## config.mk

```make
export PLATFORM = sky130hd
export DESIGN_NAME = press_counter
export DESIGN_NICKNAME = d
export VERILOG_FILES = /design/src/rtl/press_counter_pkg.sv /design/src/rtl/press_counter_debouncer.sv /design/src/rtl/press_counter.sv
export SDC_FILE = /design/constraint.sdc
export NUM_CORES = 1
export LEC_CHECK = 0
export BUFFER_PORTS_ARGS = -buffer_cell sky130_fd_sc_hd__buf_2
export CAP_MARGIN = 20
export CORE_ASPECT_RATIO = 1.2
export CORE_MARGIN = 2
export CORE_UTILIZATION = 51
export CTS_CLUSTER_SIZE = 10
export DETAILED_ROUTE_END_ITERATION = 12
export PLACE_DENSITY = 0.79
export RECOVER_POWER = 25
export SLEW_MARGIN = 20
export SYNTH_ARGS = -nofsm -noshare
export SYNTH_HDL_FRONTEND = slang
export SYNTH_SLANG_ARGS = --single-unit
```

## constraint.sdc

```tcl
create_clock -name clock -period 1.9 [get_ports clock]
set_clock_uncertainty 0.1 [all_clocks]
set_input_delay 0.19 -clock clock [delete_from_list [all_inputs] [get_ports clock]]
set_output_delay 0.19 -clock clock [all_outputs]
set_load 0.005 [all_outputs]
```

## src/rtl/press_counter_pkg.sv

```systemverilog
// Shared widths and defaults for the push-button press counter.
package press_counter_pkg;

    localparam int COUNT_WIDTH            = 8;
    localparam int DEFAULT_DEBOUNCE_LIMIT = 50000;

endpackage

```

## src/rtl/press_counter_debouncer.sv

```systemverilog
// Two-flop synchronizer followed by a hold-time debouncer; exposes the synchronized
// level and a one-cycle flag marking the edge where the debounced level will rise.
module debouncer
    import press_counter_pkg::*;
#(
    parameter int DEBOUNCE_LIMIT = DEFAULT_DEBOUNCE_LIMIT
) (
    input  logic clock,
    input  logic reset,
    input  logic i_key,
    output logic o_key_sync,
    output logic o_level,
    output logic o_rise
);

    localparam int CNT_W = $clog2(DEBOUNCE_LIMIT + 1);
    localparam logic [CNT_W-1:0] LAST = CNT_W'(DEBOUNCE_LIMIT - 1);

    logic             r_sync1;
    logic             r_sync2;
    logic             r_level;
    logic [CNT_W-1:0] r_count;
    logic             w_differs;
    logic             w_expired;

    assign w_differs = (r_sync2 != r_level);
    assign w_expired = w_differs && (r_count == LAST);

    always_ff @(posedge clock or posedge reset) begin
        if (reset) begin
            r_sync1 <= 1'b0;
            r_sync2 <= 1'b0;
            r_level <= 1'b0;
            r_count <= '0;
        end else begin
            r_sync1 <= i_key;
            r_sync2 <= r_sync1;
            // Any cycle of agreement restarts the hold window
            if (!w_differs) begin
                r_count <= '0;
            end else if (w_expired) begin
                r_level <= r_sync2;
                r_count <= '0;
            end else begin
                r_count <= r_count + 1'b1;
            end
        end
    end

    assign o_key_sync = r_sync2;
    assign o_level    = r_level;
    assign o_rise     = w_expired && r_sync2;

endmodule

```

## src/rtl/press_counter.sv

```systemverilog
// Counts raw and debounced presses of a bouncing push-button; the two 8-bit counts
// are packed side by side for a 4-digit hex display.
module press_counter
    import press_counter_pkg::*;
#(
    parameter int DEBOUNCE_LIMIT = DEFAULT_DEBOUNCE_LIMIT
) (
    input  logic        clock,
    input  logic        reset,
    input  logic        key,
    input  logic        clear,
    output logic [15:0] number,
    output logic        key_debounced
);

    logic                   w_key_sync;
    logic                   w_level;
    logic                   w_deb_rise;
    logic                   w_raw_rise;
    logic                   r_key_prev;
    logic [COUNT_WIDTH-1:0] r_raw_count;
    logic [COUNT_WIDTH-1:0] r_deb_count;

    debouncer #(
        .DEBOUNCE_LIMIT(DEBOUNCE_LIMIT)
    ) u_debouncer (
        .clock     (clock),
        .reset     (reset),
        .i_key     (key),
        .o_key_sync(w_key_sync),
        .o_level   (w_level),
        .o_rise    (w_deb_rise)
    );

    assign w_raw_rise = w_key_sync && !r_key_prev;

    always_ff @(posedge clock or posedge reset) begin
        if (reset) begin
            r_key_prev  <= 1'b0;
            r_raw_count <= '0;
            r_deb_count <= '0;
        end else begin
            r_key_prev <= w_key_sync;
            // Clear wins over a coincident increment
            if (clear) begin
                r_raw_count <= '0;
                r_deb_count <= '0;
            end else begin
                if (w_raw_rise) r_raw_count <= r_raw_count + 1'b1;
                if (w_deb_rise) r_deb_count <= r_deb_count + 1'b1;
            end
        end
    end

    assign number        = {r_raw_count, r_deb_count};
    assign key_debounced = w_level;

endmodule

```

* Yosys cells after proc, flatten, opt, wreduce, memory -nomap -nowiden
Index checks and enable logic that the tools add are counted.
** Storage, ports and cells
- Bits in registers :: 36
- Input bits :: 4
- Output and inout bits :: 17
- Word-level logic and storage cells :: 25
** Operators by class
- Add/subtract/negate cells :: 3
- Equal/unequal tests :: 2
- Mux-type cells :: 6
- Reduce and logical (&&, ||, !) cells :: 7
** Operators by type and width (number)
- $mux W16 :: 2
- $mux W8 :: 4
- $add A16 B1 Y16 const B :: 1
- $add A8 B1 Y8 const B :: 2
- $eq A16 B16 Y1 const B :: 1
- $reduce_bool A2 Y1 :: 2
- $logic_and A1 B1 Y1 :: 3
- $reduce_and A2 Y1 :: 1
- $logic_not A1 Y1 :: 1
- $ne A1 B1 Y1 :: 1

* Logic depth before layout (Yosys ltp)
Gate-level depths: netlist (run 1).
- Word-level depth :: 5
- Mapped depth :: 7
- Mapped depth without buffers :: 6

* Modules after synthesis
Synthesis (run 1) repeated with hierarchy kept, for this count alone.
** Unflattened totals
- Cells, all modules :: 169
- Area total of the unflattened synthesis :: 1775.5 µm²
** Modules (own cells, without submodules)
- debouncer :: instances 1, cells an instance 90, area each 950.9 µm², sequential area each 475.5 µm²
- press_counter :: instances 1, cells an instance 79, area each 824.5 µm², sequential area each 425.4 µm²

* Worst setup path after synthesis (run 1)
Ideal clock, no wire load.
- Kind :: reg-to-reg
- Start point :: register u_debouncer.r_count[11]
- End point :: register r_deb_count[6]
- Library setup time :: 78 ps
- Data arrival time :: 1873 ps
- Required time :: 1722 ps
- Setup slack :: -150 ps
- Stages on the path, launching flop included :: 6
- Path buffers :: 0
- Period minus slack after synthesis :: 2050 ps
- Path through :: dfrtp_1 -> or3_4 -> nor4_4 -> nand2_2 -> or4_1 -> a21oi_1
** On the way
- Cells in the longest elaborated chain, start to end :: 4
** Ends and longest elaborated chain
- start, declared :: RTL line press_counter_debouncer.sv:22 : logic [CNT_W-1:0] r_count;
- start signal, assigned :: RTL line press_counter_debouncer.sv:45 : r_count <= r_count + 1'b1;
- $eq A16 B16 Y1 :: RTL line press_counter_debouncer.sv:27 : assign w_expired = w_differs && (r_count == LAST);
- $logic_and A1 B1 Y1 :: RTL line press_counter_debouncer.sv:27
- $logic_and A1 B1 Y1 :: RTL line press_counter_debouncer.sv:52 : assign o_rise = w_expired && r_sync2;
- $reduce_bool A2 Y1 (no source line)
- end signal, assigned :: RTL line press_counter.sv:50 : if (w_deb_rise) r_deb_count <= r_deb_count + 1'b1;
- end, declared :: RTL line press_counter.sv:22 : logic [COUNT_WIDTH-1:0] r_deb_count;
Every way passes these cells.
A chain may end at the register's enable or synchronous reset.

* Final worst setup path (run 1)
- Start point :: register u_debouncer.r_count[13]
- End point :: register r_deb_count[6]
Same word-level chain as after synthesis.

==> results of run 1 <==
[registers in the layout, summed over array words and instances, names as in the netlist]
signal	flops
u_debouncer.o_key_sync	1
r_raw_count	8
r_key_prev	1
u_debouncer.o_level	1
u_debouncer.r_count	16
r_deb_count	8
u_debouncer.r_sync1	1
[where the power goes]
| part | leakage, nW | internal, mW | switching [mW] |
|---|---|---|---|
| combinational | 0.449 | 0.0325 | 0.0438 |
| clock | 0.0412 | 0.274 | 0.269 |
| sequential | 0.493 | 0.777 | 0.0106 |
| total | 0.983 | 1.08 | 0.324 |
[worst max-delay path by stage]
stage / startpoint / end / cells after the start
finish: u_debouncer.r_count[13] / r_deb_count[6] / 5
global route: u_debouncer.r_count[13] / r_deb_count[4] / 5
CTS: u_debouncer.r_count[13] / r_deb_count[6] / 5
detailed placement: u_debouncer.r_count[13] / r_deb_count[6] / 5
global placement: u_debouncer.r_count[13] / r_deb_count[6] / 5
floorplan: u_debouncer.r_count[13] / r_deb_count[6] / 5
[worst max-delay path: stages (launching register included)]
cell                      delay, ns
sky130_fd_sc_hd__dfrtp_1       0.40
sky130_fd_sc_hd__or3_4         0.40
sky130_fd_sc_hd__nor4_4        0.34
sky130_fd_sc_hd__nand2_2       0.13
sky130_fd_sc_hd__or4_1         0.42
sky130_fd_sc_hd__a21oi_1       0.13
[layout make-up]
class / count / area (um2)
Clock inverter: 3 / 42.5
Timing Repair Buffer: 40 / 283
Sequential cell: 36 / 901
Tap cell: 36 / 45.0
Clock buffer: 5 / 37.5
Multi-Input combinational cell: 122 / 778
Inverter: 4 / 15.0
Fill cell: 249 / 1010
[layer usage]
metal / global-route usage [%] / wire length [um] / vias to the layer above
li1: - / - / 652
met5: 0 / 0 / -
met3: 5.17 / 115 / 12
met1: 24.5 / 1440 / 674
met2: 38.4 / 1920 / 27
met4: 10.1 / 93 / 0
[cell families (layout without fill, tap and decap cells)]
family | count (synthesis) | count (layout) | synth area share [%]
AOI/OAI and AO/OA | 12 | 12 | 3.68
xor gates and xnor gates | 22 | 22 | 11.3
buffers and inverters | 8 | 52 | 2.14
muxes | 3 | 3 | 1.84
DFF | 36 | 36 | 53.0
adders and majority gates | 3 | 3 | 2.21
and+or+nand+nor | 82 | 82 | 25.8
[per-stage QoR]
step           hold WS, ns  worst slack [ns]  total power, mW  instances  setup TNS (ns)
2_1_floorplan        0.121           -0.0538            0.842        166          -0.145
3_3_place_gp         0.199           -0.0164            0.866        234         -0.0204
3_5_place_dp         0.205            -0.113            0.871        234          -0.815
4_1_cts             0.0999            -0.103             1.41        245          -0.390
5_1_grt              0.105            -0.172             1.46        246           -2.06
6_report            0.0952           -0.0875             1.41        246          -0.415
[timing repair]
action,CTS,global route
setup buffers,1,0
endpoints found under the setup margin,21,23
gates cloned,0,1
gates resized for setup,3,2
hold buffers,2,0
pin swaps,2,1
hold endpoints to repair,37,0
[placed cells by master (no fill, tap or decap), types with 2 or more instances in the layout]
| master | n |
|---|---|
| sky130_fd_sc_hd__o21ai_0 | 5 |
| sky130_fd_sc_hd__dlygate4sd3_1 | 2 |
| sky130_fd_sc_hd__nand2_1 | 12 |
| sky130_fd_sc_hd__clkbuf_4 | 5 |
| sky130_fd_sc_hd__or3_1 | 5 |
| sky130_fd_sc_hd__and3_2 | 2 |
| sky130_fd_sc_hd__xor2_1 | 14 |
| sky130_fd_sc_hd__buf_2 | 20 |
| sky130_fd_sc_hd__dfrtp_1 | 36 |
| sky130_fd_sc_hd__nand3_1 | 9 |
| sky130_fd_sc_hd__nor2b_1 | 2 |
| sky130_fd_sc_hd__mux2i_1 | 2 |
| sky130_fd_sc_hd__ha_1 | 2 |
| sky130_fd_sc_hd__buf_4 | 13 |
| sky130_fd_sc_hd__inv_1 | 4 |
| sky130_fd_sc_hd__nand4_1 | 6 |
| sky130_fd_sc_hd__xnor2_1 | 8 |
| sky130_fd_sc_hd__nor2_1 | 32 |
| sky130_fd_sc_hd__and3_1 | 3 |
| sky130_fd_sc_hd__a21oi_1 | 6 |
==> impl_metrics.prom, run 1 <==
# TYPE chip_impl_metric gauge
chip_impl_info{name="outcome",value="finished with violations"} 1
chip_impl_info{name="violations",value="setup timing"} 1
chip_impl_metric{name="pin_count",unit=""} 21
chip_impl_metric{name="clk_slew_on_worst_s_h_paths",unit="ns"} 0.12
chip_impl_metric{name="num_vias",unit=""} 1365
chip_impl_metric{name="clkLatencyLatePin",unit="ns"} 0.35
chip_impl_info{name="worst_hold_path_class",value="in2reg"} 1
chip_impl_metric{name="netlist.area_leader.share",unit="%"} 53.0
chip_impl_metric{name="slew_headroom",unit="%"} 42.2
chip_impl_metric{name="timing.final.hold_violations",unit=""} 0
chip_impl_metric{name="min_period",unit="ns"} 1.99
chip_impl_metric{name="areaGrowthSynthToFinish",unit="%"} 23.7
chip_impl_metric{name="chipHeight",unit="um"} 67.2
chip_impl_metric{name="reg2regPathDepth",unit=""} 5
chip_impl_info{name="tritoncts",value="done"} 1
chip_impl_metric{name="maxCapViolations",unit=""} 0
chip_impl_metric{name="drtAntennaViolNets",unit=""} 0
chip_impl_metric{name="finalSetupViolations",unit=""} 17
chip_impl_metric{name="count_of_yosys_warnings_during_synthesis",unit=""} 0
chip_impl_metric{name="die_w",unit="um"} 56.7
chip_impl_metric{name="layout.cell_area.non_filler",unit="um2"} 2100
chip_impl_metric{name="global_route.usage.total",unit="%"} 21.6
chip_impl_metric{name="power_density",unit="nW/um2"} 670
chip_impl_info{name="synth-main-ff-cell",value="sky130_fd_sc_hd__dfrtp_1"} 1
chip_impl_metric{name="synthesis.instances",unit=""} 166
chip_impl_metric{name="die_area",unit="um2"} 3810
chip_impl_info{name="yosys-top-cells-area",value="sky130_fd_sc_hd__dfrtp_1, sky130_fd_sc_hd__xor2_1, sky130_fd_sc_hd__nor2_1, sky130_fd_sc_hd__xnor2_1, sky130_fd_sc_hd__nand2_1"} 1
chip_impl_info{name="unrepaired_setup_endpoints_after_global_routing",value="yes"} 1
chip_impl_metric{name="synthesis.area_per_instance",unit="um2"} 10.2
chip_impl_info{name="worstReg2RegStart",value="u_debouncer.r_count[13]"} 1
chip_impl_metric{name="dpl.hpwl",unit="um"} 2510
chip_impl_info{name="synth_most_common_cell",value="sky130_fd_sc_hd__dfrtp_1"} 1
chip_impl_metric{name="gp_congestion",unit=""} 0.864
chip_impl_metric{name="slew_violations",unit=""} 0
chip_impl_metric{name="cts_made_buffers",unit=""} 5
chip_impl_info{name="timing_worst_setup_path_type",value="reg2reg"} 1
chip_impl_metric{name="irDropWorstVdd",unit="V"} 0.000583
chip_impl_metric{name="first_global_vias",unit=""} 1430
chip_impl_metric{name="seq_area_frac_synth",unit="%"} 53.0
chip_impl_info{name="hold_path.startpoint",value="clear"} 1
chip_impl_metric{name="grt_antenna_before_repair",unit=""} 0
chip_impl_metric{name="routed_wirelength",unit="um"} 3570
chip_impl_metric{name="drt_first_pass_iters",unit=""} 4
chip_impl_metric{name="grt_start_max_net_pins",unit=""} 37
chip_impl_metric{name="routed_via_density",unit=""} 5.55
chip_impl_metric{name="placement.io_buffers",unit=""} 20
chip_impl_metric{name="drt_first_iter_violations",unit=""} 49
chip_impl_info{name="post-synth-top-area-cell",value="sky130_fd_sc_hd__dfrtp_1"} 1
chip_impl_metric{name="number_of_synthesized_flops_with_an_enable_pin",unit=""} 0
chip_impl_metric{name="critical_path_arrival",unit="ns"} 2.17
chip_impl_metric{name="count_of_antenna_diodes_in_the_layout",unit=""} 0
chip_impl_metric{name="placed_area",unit="um2"} 1960
chip_impl_metric{name="net_count_of_the_finished_layout",unit=""} 216
chip_impl_metric{name="drc",unit=""} 0
chip_impl_metric{name="floorplan.core_area",unit="um2"} 3110
chip_impl_metric{name="initial_core_util",unit="%"} 54.6
chip_impl_info{name="critPathCaptureType",value="register"} 1
chip_impl_metric{name="max_slew.worst_pin.slew",unit="ns"} 0.867
chip_impl_metric{name="nets_in_the_synthesized_netlist",unit=""} 173
chip_impl_metric{name="crit_required",unit="ns"} 2.08
chip_impl_info{name="timing.critical_path.from_type",value="register"} 1
chip_impl_metric{name="finalWorstSetupSlack",unit="ns"} -0.0875
chip_impl_metric{name="worstPathMaxFanout",unit=""} 4
chip_impl_metric{name="worst_hold_path.num_cells",unit=""} 2
chip_impl_metric{name="fp-row-count",unit=""} 22
chip_impl_metric{name="drive_above_1_share",unit="%"} 26.7
chip_impl_metric{name="syn-cell-area",unit="um2"} 1700
chip_impl_metric{name="cts-root-to-sink-buffers",unit=""} 2
chip_impl_metric{name="async_reset_ff_share",unit="%"} 100
chip_impl_metric{name="htree_levels",unit=""} 2
chip_impl_metric{name="timing.reg2reg.setup_slack",unit="ns"} -0.09
chip_impl_info{name="regToRegEndpoint",value="r_deb_count[6]"} 1
chip_impl_metric{name="grt_overflow",unit=""} 0
chip_impl_metric{name="static-leakage-power",unit="nW"} 0.983
chip_impl_metric{name="utilization",unit="%"} 67.6
chip_impl_metric{name="grt_pass1_wl",unit="um"} 6240
chip_impl_metric{name="postSynthRegisterBits",unit=""} 36
chip_impl_info{name="yosys-top-cells-count",value="sky130_fd_sc_hd__dfrtp_1, sky130_fd_sc_hd__nor2_1, sky130_fd_sc_hd__xor2_1, sky130_fd_sc_hd__nand2_1, sky130_fd_sc_hd__nand3_1"} 1
chip_impl_metric{name="fin_crit_share",unit="%"} 105
chip_impl_metric{name="wl_per_cell",unit="um"} 14.5
chip_impl_metric{name="synth.lib_cells_used.distinct",unit=""} 30
chip_impl_info{name="ctsRootBufferMaster",value="sky130_fd_sc_hd__clkbuf_4"} 1
chip_impl_metric{name="maxClockFrequency",unit="MHz"} 503
chip_impl_info{name="min_to",value="r_raw_count[6]"} 1
chip_impl_metric{name="cts.sink_count",unit=""} 36
No activity file was read; power rests on OpenSTA's default activity.
==> run 2: changes to the inputs <==
--- a/config.mk
+++ b/config.mk
@@ -9,11 +9,11 @@
 export CAP_MARGIN = 20
 export CORE_ASPECT_RATIO = 1.2
 export CORE_MARGIN = 2
-export CORE_UTILIZATION = 51
+export CORE_UTILIZATION = 55
 export CTS_CLUSTER_SIZE = 10
 export DETAILED_ROUTE_END_ITERATION = 12
-export PLACE_DENSITY = 0.79
-export RECOVER_POWER = 25
+export PLACE_DENSITY = 0.81
+export RECOVER_POWER = 50
 export SLEW_MARGIN = 20
 export SYNTH_ARGS = -nofsm -noshare
 export SYNTH_HDL_FRONTEND = slang
==> constraint.sdc (replaced) <==
create_clock -name clock -period 2.3 [get_ports clock]
set_clock_uncertainty 0.1 [all_clocks]
set_input_delay 0.23 -clock clock [delete_from_list [all_inputs] [get_ports clock]]
set_output_delay 0.23 -clock clock [all_outputs]
set_load 0.005 [all_outputs]
==> run 2 against run 1 <==
The flow now finishes without violations. Critical path type unchanged. Clock power fell by 36%. Fmax fell by 7.8%. Cell area fell by 8.8%.
==> impl_metrics.prom, run 2 (synthesis results as in run 1) <==
# TYPE chip_impl_metric gauge
chip_impl_info{name="outcome",value="completed"} 1
chip_impl_metric{name="max_ffs_per_register",unit=""} 16
chip_impl_metric{name="max_slew.worst_pin.slew",unit="ns"} 0.852
chip_impl_metric{name="power_density",unit="nW/um2"} 546
chip_impl_metric{name="dpl.hpwl",unit="um"} 2290
chip_impl_metric{name="routed_wirelength",unit="um"} 3090
chip_impl_metric{name="routed_via_density",unit=""} 5.45
chip_impl_metric{name="placedCellCount",unit=""} 221
chip_impl_metric{name="net_count_of_the_finished_layout",unit=""} 201
chip_impl_metric{name="drc",unit=""} 0
chip_impl_info{name="critPathCaptureType",value="register"} 1
chip_impl_metric{name="floorplan.core_area",unit="um2"} 3000
chip_impl_metric{name="count_of_antenna_diodes_in_the_layout",unit=""} 0
chip_impl_metric{name="critical_path_arrival",unit="ns"} 2.33
chip_impl_info{name="layout.cells.most_common_list",value="sky130_fd_sc_hd__dfrtp_1, sky130_fd_sc_hd__nor2_1, sky130_fd_sc_hd__buf_2"} 1
chip_impl_metric{name="pin_count",unit=""} 21
chip_impl_metric{name="finalSetupViolations",unit=""} 0
chip_impl_metric{name="finalWorstSetupSlack",unit="ns"} 0.145
chip_impl_metric{name="maxCapViolations",unit=""} 0
chip_impl_metric{name="timing.final.hold_violations",unit=""} 0
chip_impl_metric{name="slew_headroom",unit="%"} 43.2
chip_impl_metric{name="total_power",unit="mW"} 1.05
chip_impl_metric{name="wl_per_cell",unit="um"} 13.4
chip_impl_metric{name="chipHeight",unit="um"} 64.9
chip_impl_metric{name="preCtsSetupSlack",unit="ns"} 0.164
chip_impl_metric{name="areaGrowthSynthToFinish",unit="%"} 12.8
chip_impl_metric{name="grt_start_max_net_pins",unit=""} 37
chip_impl_metric{name="drtAntennaViolNets",unit=""} 0
chip_impl_metric{name="grt_overflow",unit=""} 0
chip_impl_info{name="timing.critical_path.from_type",value="register"} 1
chip_impl_metric{name="htree_levels",unit=""} 2
chip_impl_metric{name="gp_congestion",unit=""} 0.783
chip_impl_metric{name="first_global_vias",unit=""} 1223
chip_impl_metric{name="crit_required",unit="ns"} 2.47
chip_impl_info{name="hold_path.startpoint",value="clear"} 1
chip_impl_metric{name="irDropWorstVdd",unit="V"} 0.000402
chip_impl_metric{name="slew_violations",unit=""} 0
chip_impl_metric{name="cts-root-to-sink-buffers",unit=""} 2
chip_impl_metric{name="die_w",unit="um"} 54.7
chip_impl_metric{name="drt_first_iter_violations",unit=""} 42
chip_impl_metric{name="fin_setup_tns",unit="ns"} 0
chip_impl_metric{name="num_vias",unit=""} 1259
chip_impl_metric{name="die_area",unit="um2"} 3550
chip_impl_metric{name="fp-row-count",unit=""} 22
chip_impl_metric{name="grt_pass1_wl",unit="um"} 5390
chip_impl_metric{name="min_period",unit="ns"} 2.15
chip_impl_metric{name="global_route.usage.total",unit="%"} 21.3
chip_impl_metric{name="static-leakage-power",unit="nW"} 0.886
chip_impl_info{name="final_common_cell",value="sky130_fd_sc_hd__dfrtp_1"} 1
chip_impl_metric{name="cts_resized",unit=""} 0
chip_impl_info{name="worstReg2RegStart",value="u_debouncer.r_count[11]"} 1
chip_impl_metric{name="drt_first_pass_iters",unit=""} 4
chip_impl_metric{name="cts.sink_count",unit=""} 36
chip_impl_metric{name="clkLatencyLatePin",unit="ns"} 0.34
chip_impl_info{name="tritoncts",value="done"} 1
chip_impl_metric{name="timing.reg2reg.setup_slack",unit="ns"} 0.15
chip_impl_metric{name="reg2regPathDepth",unit=""} 5
chip_impl_info{name="regMostFlops",value="u_debouncer.r_count"} 1
chip_impl_metric{name="grt_antenna_before_repair",unit=""} 0
chip_impl_metric{name="cts_post_setup_buffers_inserted",unit=""} 0
chip_impl_metric{name="clk_slew_on_worst_s_h_paths",unit="ns"} 0.11
chip_impl_metric{name="cts_made_buffers",unit=""} 5
chip_impl_metric{name="maxClockFrequency",unit="MHz"} 464
chip_impl_metric{name="placement.io_buffers",unit=""} 20
chip_impl_info{name="min_to",value="r_raw_count[2]"} 1
chip_impl_metric{name="worstPathMaxFanout",unit=""} 6
chip_impl_info{name="unrepaired_setup_endpoints_after_global_routing",value="no"} 1
chip_impl_info{name="timing_worst_setup_path_type",value="reg2reg"} 1
chip_impl_metric{name="layoutNonFillerInstCount",unit=""} 231
chip_impl_info{name="registers_with_the_most_flip_flops",value="u_debouncer.r_count (16), r_deb_count (8), r_raw_count (8)"} 1
chip_impl_metric{name="fin_crit_share",unit="%"} 93.7
chip_impl_metric{name="drive_above_1_share",unit="%"} 17.9
chip_impl_info{name="worst_hold_path_class",value="in2reg"} 1
chip_impl_metric{name="worst_hold_path.num_cells",unit=""} 2
chip_impl_info{name="ctsRootBufferMaster",value="sky130_fd_sc_hd__clkbuf_4"} 1
chip_impl_metric{name="initial_core_util",unit="%"} 56.6
chip_impl_info{name="regToRegEndpoint",value="r_deb_count[6]"} 1
[run 2: stage by stage]
| stage | cell area [um2] | hold WS (ns) | utilization (%) |
|---|---|---|---|
| after floorplan | 1700 | 0.161 | - |
| after global placement | 1850 | 0.235 | 61.5 |
| after detailed placement | 1850 | 0.250 | 61.5 |
| after CTS | 1920 | 0.138 | 64.1 |
| after global routing | 1920 | 0.157 | 63.9 |
| final | 1920 | 0.145 | 63.9 |
[run 2: layout make-up]
cell class              instances  area (um2)
fillers                       252        1080
flip-flops and latches         36         901
inverters                       4        15.0
clock buffers                   8        58.8
multi-input cells             122         762
well taps                      36        45.0
repair buffers                 25         135
[run 2: worst max path at each step]
stage                                 start        endpoint  depth (start not counted)
floorplan           u_debouncer.r_count[11]  r_deb_count[6]                          5
global placement    u_debouncer.r_count[11]  r_deb_count[6]                          5
detailed placement  u_debouncer.r_count[11]  r_deb_count[6]                          5
CTS                 u_debouncer.r_count[11]  r_deb_count[6]                          5
global route         u_debouncer.r_count[0]  r_deb_count[6]                          6
finish              u_debouncer.r_count[11]  r_deb_count[6]                          5
[run 2: metal layers]
layer	vias to the layer above	routed length (um)	global-route usage [%]
li1	614	-	-
met1	619	1280	25.1
met2	22	1660	36.5
met3	4	108	5.53
met4	0	46	6.56
met5	-	0	0
[run 2: timing repair]
item	CTS	global route
hold buffers	2	0
hold endpoints to repair	37	0
setup endpoints to repair	0	0
[run 2: report_power, final]
group	internal, mW	switching (mW)
Combinational	0.0169	0.0298
Clock	0.151	0.198
Sequential	0.642	0.00981
Total	0.809	0.238
[run 2: critical path: stages (launching register included)]
cell and delay, ns:
sky130_fd_sc_hd__dfrtp_1 0.42, sky130_fd_sc_hd__or3_4 0.40, sky130_fd_sc_hd__nor4_4 0.36, sky130_fd_sc_hd__nand2_2 0.15
sky130_fd_sc_hd__or4_1 0.51, sky130_fd_sc_hd__a21oi_1 0.15
==> run 3: changes to the inputs <==
--- a/config.mk
+++ b/config.mk
@@ -6,10 +6,11 @@
 export NUM_CORES = 1
 export LEC_CHECK = 0
 export BUFFER_PORTS_ARGS = -buffer_cell sky130_fd_sc_hd__buf_2
-export CAP_MARGIN = 20
+export CAP_MARGIN = 10
 export CORE_ASPECT_RATIO = 1.2
 export CORE_MARGIN = 2
 export CORE_UTILIZATION = 55
+export CTS_BUF_LIST = sky130_fd_sc_hd__clkbuf_4 sky130_fd_sc_hd__clkbuf_8 sky130_fd_sc_hd__clkbuf_16
 export CTS_CLUSTER_SIZE = 10
 export DETAILED_ROUTE_END_ITERATION = 12
 export PLACE_DENSITY = 0.81
==> run 3 against run 2 <==
Utilization increased by 0.25 points. Cell count unchanged. Critical path depth unchanged. Global-route usage unchanged. Critical path type unchanged. Critical endpoint unchanged.
==> impl_metrics.prom, run 3 (synthesis results as in run 1) <==
# TYPE chip_impl_metric gauge
chip_impl_metric{name="max_ffs_per_register",unit=""} 16
chip_impl_metric{name="preCtsSetupSlack",unit="ns"} 0.164
chip_impl_metric{name="worst-path-stages",unit=""} 5
chip_impl_metric{name="timing.reg2reg.setup_slack",unit="ns"} 0.15
chip_impl_metric{name="placed_area",unit="um2"} 1850
chip_impl_metric{name="min_period",unit="ns"} 2.15
chip_impl_info{name="unrepaired_setup_endpoints_after_global_routing",value="no"} 1
chip_impl_metric{name="clkLatencyLatePin",unit="ns"} 0.34
chip_impl_metric{name="finalSetupViolations",unit=""} 0
chip_impl_info{name="timing.critical_path.from_type",value="register"} 1
chip_impl_info{name="regToRegEndpoint",value="r_deb_count[6]"} 1
chip_impl_metric{name="grt_start_max_net_pins",unit=""} 37
chip_impl_info{name="timing_worst_setup_path_type",value="reg2reg"} 1
chip_impl_info{name="critPathCaptureType",value="register"} 1
chip_impl_metric{name="cts-root-to-sink-buffers",unit=""} 2
chip_impl_metric{name="placement.io_buffers",unit=""} 20
chip_impl_metric{name="timing.final.hold_violations",unit=""} 0
chip_impl_metric{name="critical-path-max-stage-delay",unit="ns"} 0.51
chip_impl_info{name="tritoncts",value="done"} 1
chip_impl_metric{name="power_density",unit="nW/um2"} 557
chip_impl_info{name="layout.cells.most_common_list",value="sky130_fd_sc_hd__dfrtp_1, sky130_fd_sc_hd__nor2_1, sky130_fd_sc_hd__buf_2"} 1
chip_impl_info{name="registers_with_the_most_flip_flops",value="u_debouncer.r_count (16), r_deb_count (8), r_raw_count (8)"} 1
chip_impl_info{name="worstReg2RegStart",value="u_debouncer.r_count[11]"} 1
chip_impl_info{name="setup.worst_path.start",value="u_debouncer.r_count[11]"} 1
chip_impl_metric{name="die_area",unit="um2"} 3550
chip_impl_metric{name="num_vias",unit=""} 1259
chip_impl_metric{name="grt_overflow",unit=""} 0
chip_impl_metric{name="finalWorstSetupSlack",unit="ns"} 0.145
chip_impl_metric{name="first_global_vias",unit=""} 1223
chip_impl_info{name="outcome",value="completed"} 1
chip_impl_metric{name="reg2regPathDepth",unit=""} 5
chip_impl_metric{name="areaGrowthSynthToFinish",unit="%"} 13.3
chip_impl_metric{name="routed_wirelength",unit="um"} 3090
chip_impl_metric{name="critical_path_arrival",unit="ns"} 2.33
chip_impl_info{name="ctsRootBufferMaster",value="sky130_fd_sc_hd__clkbuf_4"} 1
chip_impl_metric{name="pin_count",unit=""} 21
chip_impl_metric{name="nFillCells",unit=""} 253
chip_impl_metric{name="gp_congestion",unit=""} 0.783
chip_impl_metric{name="irDropWorstVdd",unit="V"} 0.000402
chip_impl_metric{name="dpl.hpwl",unit="um"} 2290
chip_impl_metric{name="initial_core_util",unit="%"} 56.6
chip_impl_metric{name="hold_slack",unit="ns"} 0.143
chip_impl_metric{name="grt_pass1_wl",unit="um"} 5390
chip_impl_metric{name="worstPathMaxFanout",unit=""} 6
chip_impl_metric{name="fin_setup_tns",unit="ns"} 0
chip_impl_metric{name="cts.sink_count",unit=""} 36
chip_impl_metric{name="drc",unit=""} 0
chip_impl_metric{name="maxClockFrequency",unit="MHz"} 464
chip_impl_metric{name="placedCellCount",unit=""} 221
chip_impl_metric{name="floorplan.core_area",unit="um2"} 3000
chip_impl_metric{name="wl_per_cell",unit="um"} 13.4
chip_impl_metric{name="slew_headroom",unit="%"} 43.1
chip_impl_metric{name="drive_above_1_share",unit="%"} 19.0
chip_impl_metric{name="drt_first_iter_violations",unit=""} 44
chip_impl_metric{name="cts_post_setup_buffers_inserted",unit=""} 0
chip_impl_metric{name="drtAntennaViolNets",unit=""} 0
chip_impl_info{name="regMostFlops",value="u_debouncer.r_count"} 1
chip_impl_metric{name="slew_violations",unit=""} 0
chip_impl_metric{name="die_w",unit="um"} 54.7
chip_impl_metric{name="routed_via_density",unit=""} 5.45
chip_impl_metric{name="layoutNonFillerInstCount",unit=""} 231
chip_impl_metric{name="timing.critical_path.buf_inv",unit=""} 0
chip_impl_metric{name="net_count_of_the_finished_layout",unit=""} 201
chip_impl_metric{name="cts_made_buffers",unit=""} 5
chip_impl_metric{name="maxCapViolations",unit=""} 0
chip_impl_metric{name="static-leakage-power",unit="nW"} 0.893
chip_impl_metric{name="fp-row-count",unit=""} 22
chip_impl_metric{name="cts_resized",unit=""} 0
chip_impl_metric{name="grt_antenna_before_repair",unit=""} 0
chip_impl_metric{name="count_of_antenna_diodes_in_the_layout",unit=""} 0
chip_impl_info{name="cp_slowest_cell",value="sky130_fd_sc_hd__or4_1"} 1
chip_impl_metric{name="fin_crit_share",unit="%"} 93.7
chip_impl_metric{name="crit_required",unit="ns"} 2.47
chip_impl_metric{name="drt_first_pass_iters",unit=""} 4
chip_impl_metric{name="htree_levels",unit=""} 2
chip_impl_info{name="final_common_cell",value="sky130_fd_sc_hd__dfrtp_1"} 1
chip_impl_metric{name="clk_slew_on_worst_s_h_paths",unit="ns"} 0.11
chip_impl_info{name="worst_hold_path_class",value="in2reg"} 1
chip_impl_metric{name="layout.cell_area.non_filler",unit="um2"} 1920
chip_impl_metric{name="max_slew.worst_pin.slew",unit="ns"} 0.853
chip_impl_info{name="crit_family",value="simple AND/OR/NAND/NOR gates"} 1
chip_impl_metric{name="global_route.usage.total",unit="%"} 21.3
chip_impl_info{name="crit_path_cell_trace",value="or3_4, nor4_4, nand2_2, or4_1, a21oi_1"} 1
chip_impl_info{name="endpoint",value="r_deb_count[6]"} 1
chip_impl_metric{name="chipHeight",unit="um"} 64.9
## run 3: final cells by class
cell class                      count  area (um2)  area share, %
Inverter                            4        15.0          0.780
Multi-Input combinational cell    122         762           39.6
Clock buffer                        8        66.3           3.45
Tap cell                           36        45.0           2.34
Sequential cell                    36         901           46.8
Timing Repair Buffer               25         135           7.02
## run 3: timing repair
| item | 4_1_cts | 5_1_grt |
|---|---|---|
| endpoints found under the hold margin | 37 | 0 |
| setup endpoints to repair | 0 | 0 |
| hold buffers | 2 | 0 |
## run 3: worst min-delay path by stage
| stage | start | end | slack (ns) | depth (start not counted) |
|---|---|---|---|---|
| 6_report | clear | r_raw_count[2] | 0.14 | 2 |
| 5_1_grt | clear | r_raw_count[0] | 0.16 | 2 |
| 4_1_cts | clear | r_raw_count[2] | 0.14 | 2 |
| 3_5_place_dp | reset | r_key_prev | 0.25 | 3 |
| 3_3_place_gp | u_debouncer.r_sync1 | u_debouncer.o_key_sync | 0.23 | 0 |
| 2_1_floorplan | key | u_debouncer.r_sync1 | 0.16 | 0 |
## run 3: worst register-to-register path: stages (launching register included)
cell,delay (ns)
sky130_fd_sc_hd__dfrtp_1,0.42
sky130_fd_sc_hd__or3_4,0.40
sky130_fd_sc_hd__nor4_4,0.36
sky130_fd_sc_hd__nand2_2,0.15
sky130_fd_sc_hd__or4_1,0.51
sky130_fd_sc_hd__a21oi_1,0.15
## run 3: report_power, final
group          switching, mW  internal [mW]
Sequential           0.00982          0.642
Clock                  0.199          0.174
Combinational         0.0298         0.0169
Total                  0.239          0.833
## run 3: metrics by stage
| stage | power, mW | util (%) |
|---|---|---|
| global route | 1.13 | 64.1 |
| finish | 1.07 | 64.1 |
| global placement | 0.709 | 61.5 |
| CTS | 1.08 | 64.4 |
| floorplan | 0.695 | - |
| detailed placement | 0.711 | 61.5 |
## run 3: routing by layer
layer	wire (um)	global-route usage, %
met1	1290	25.1
met2	1650	36.5
met3	108	5.53
met4	46	6.56
met5	0	0
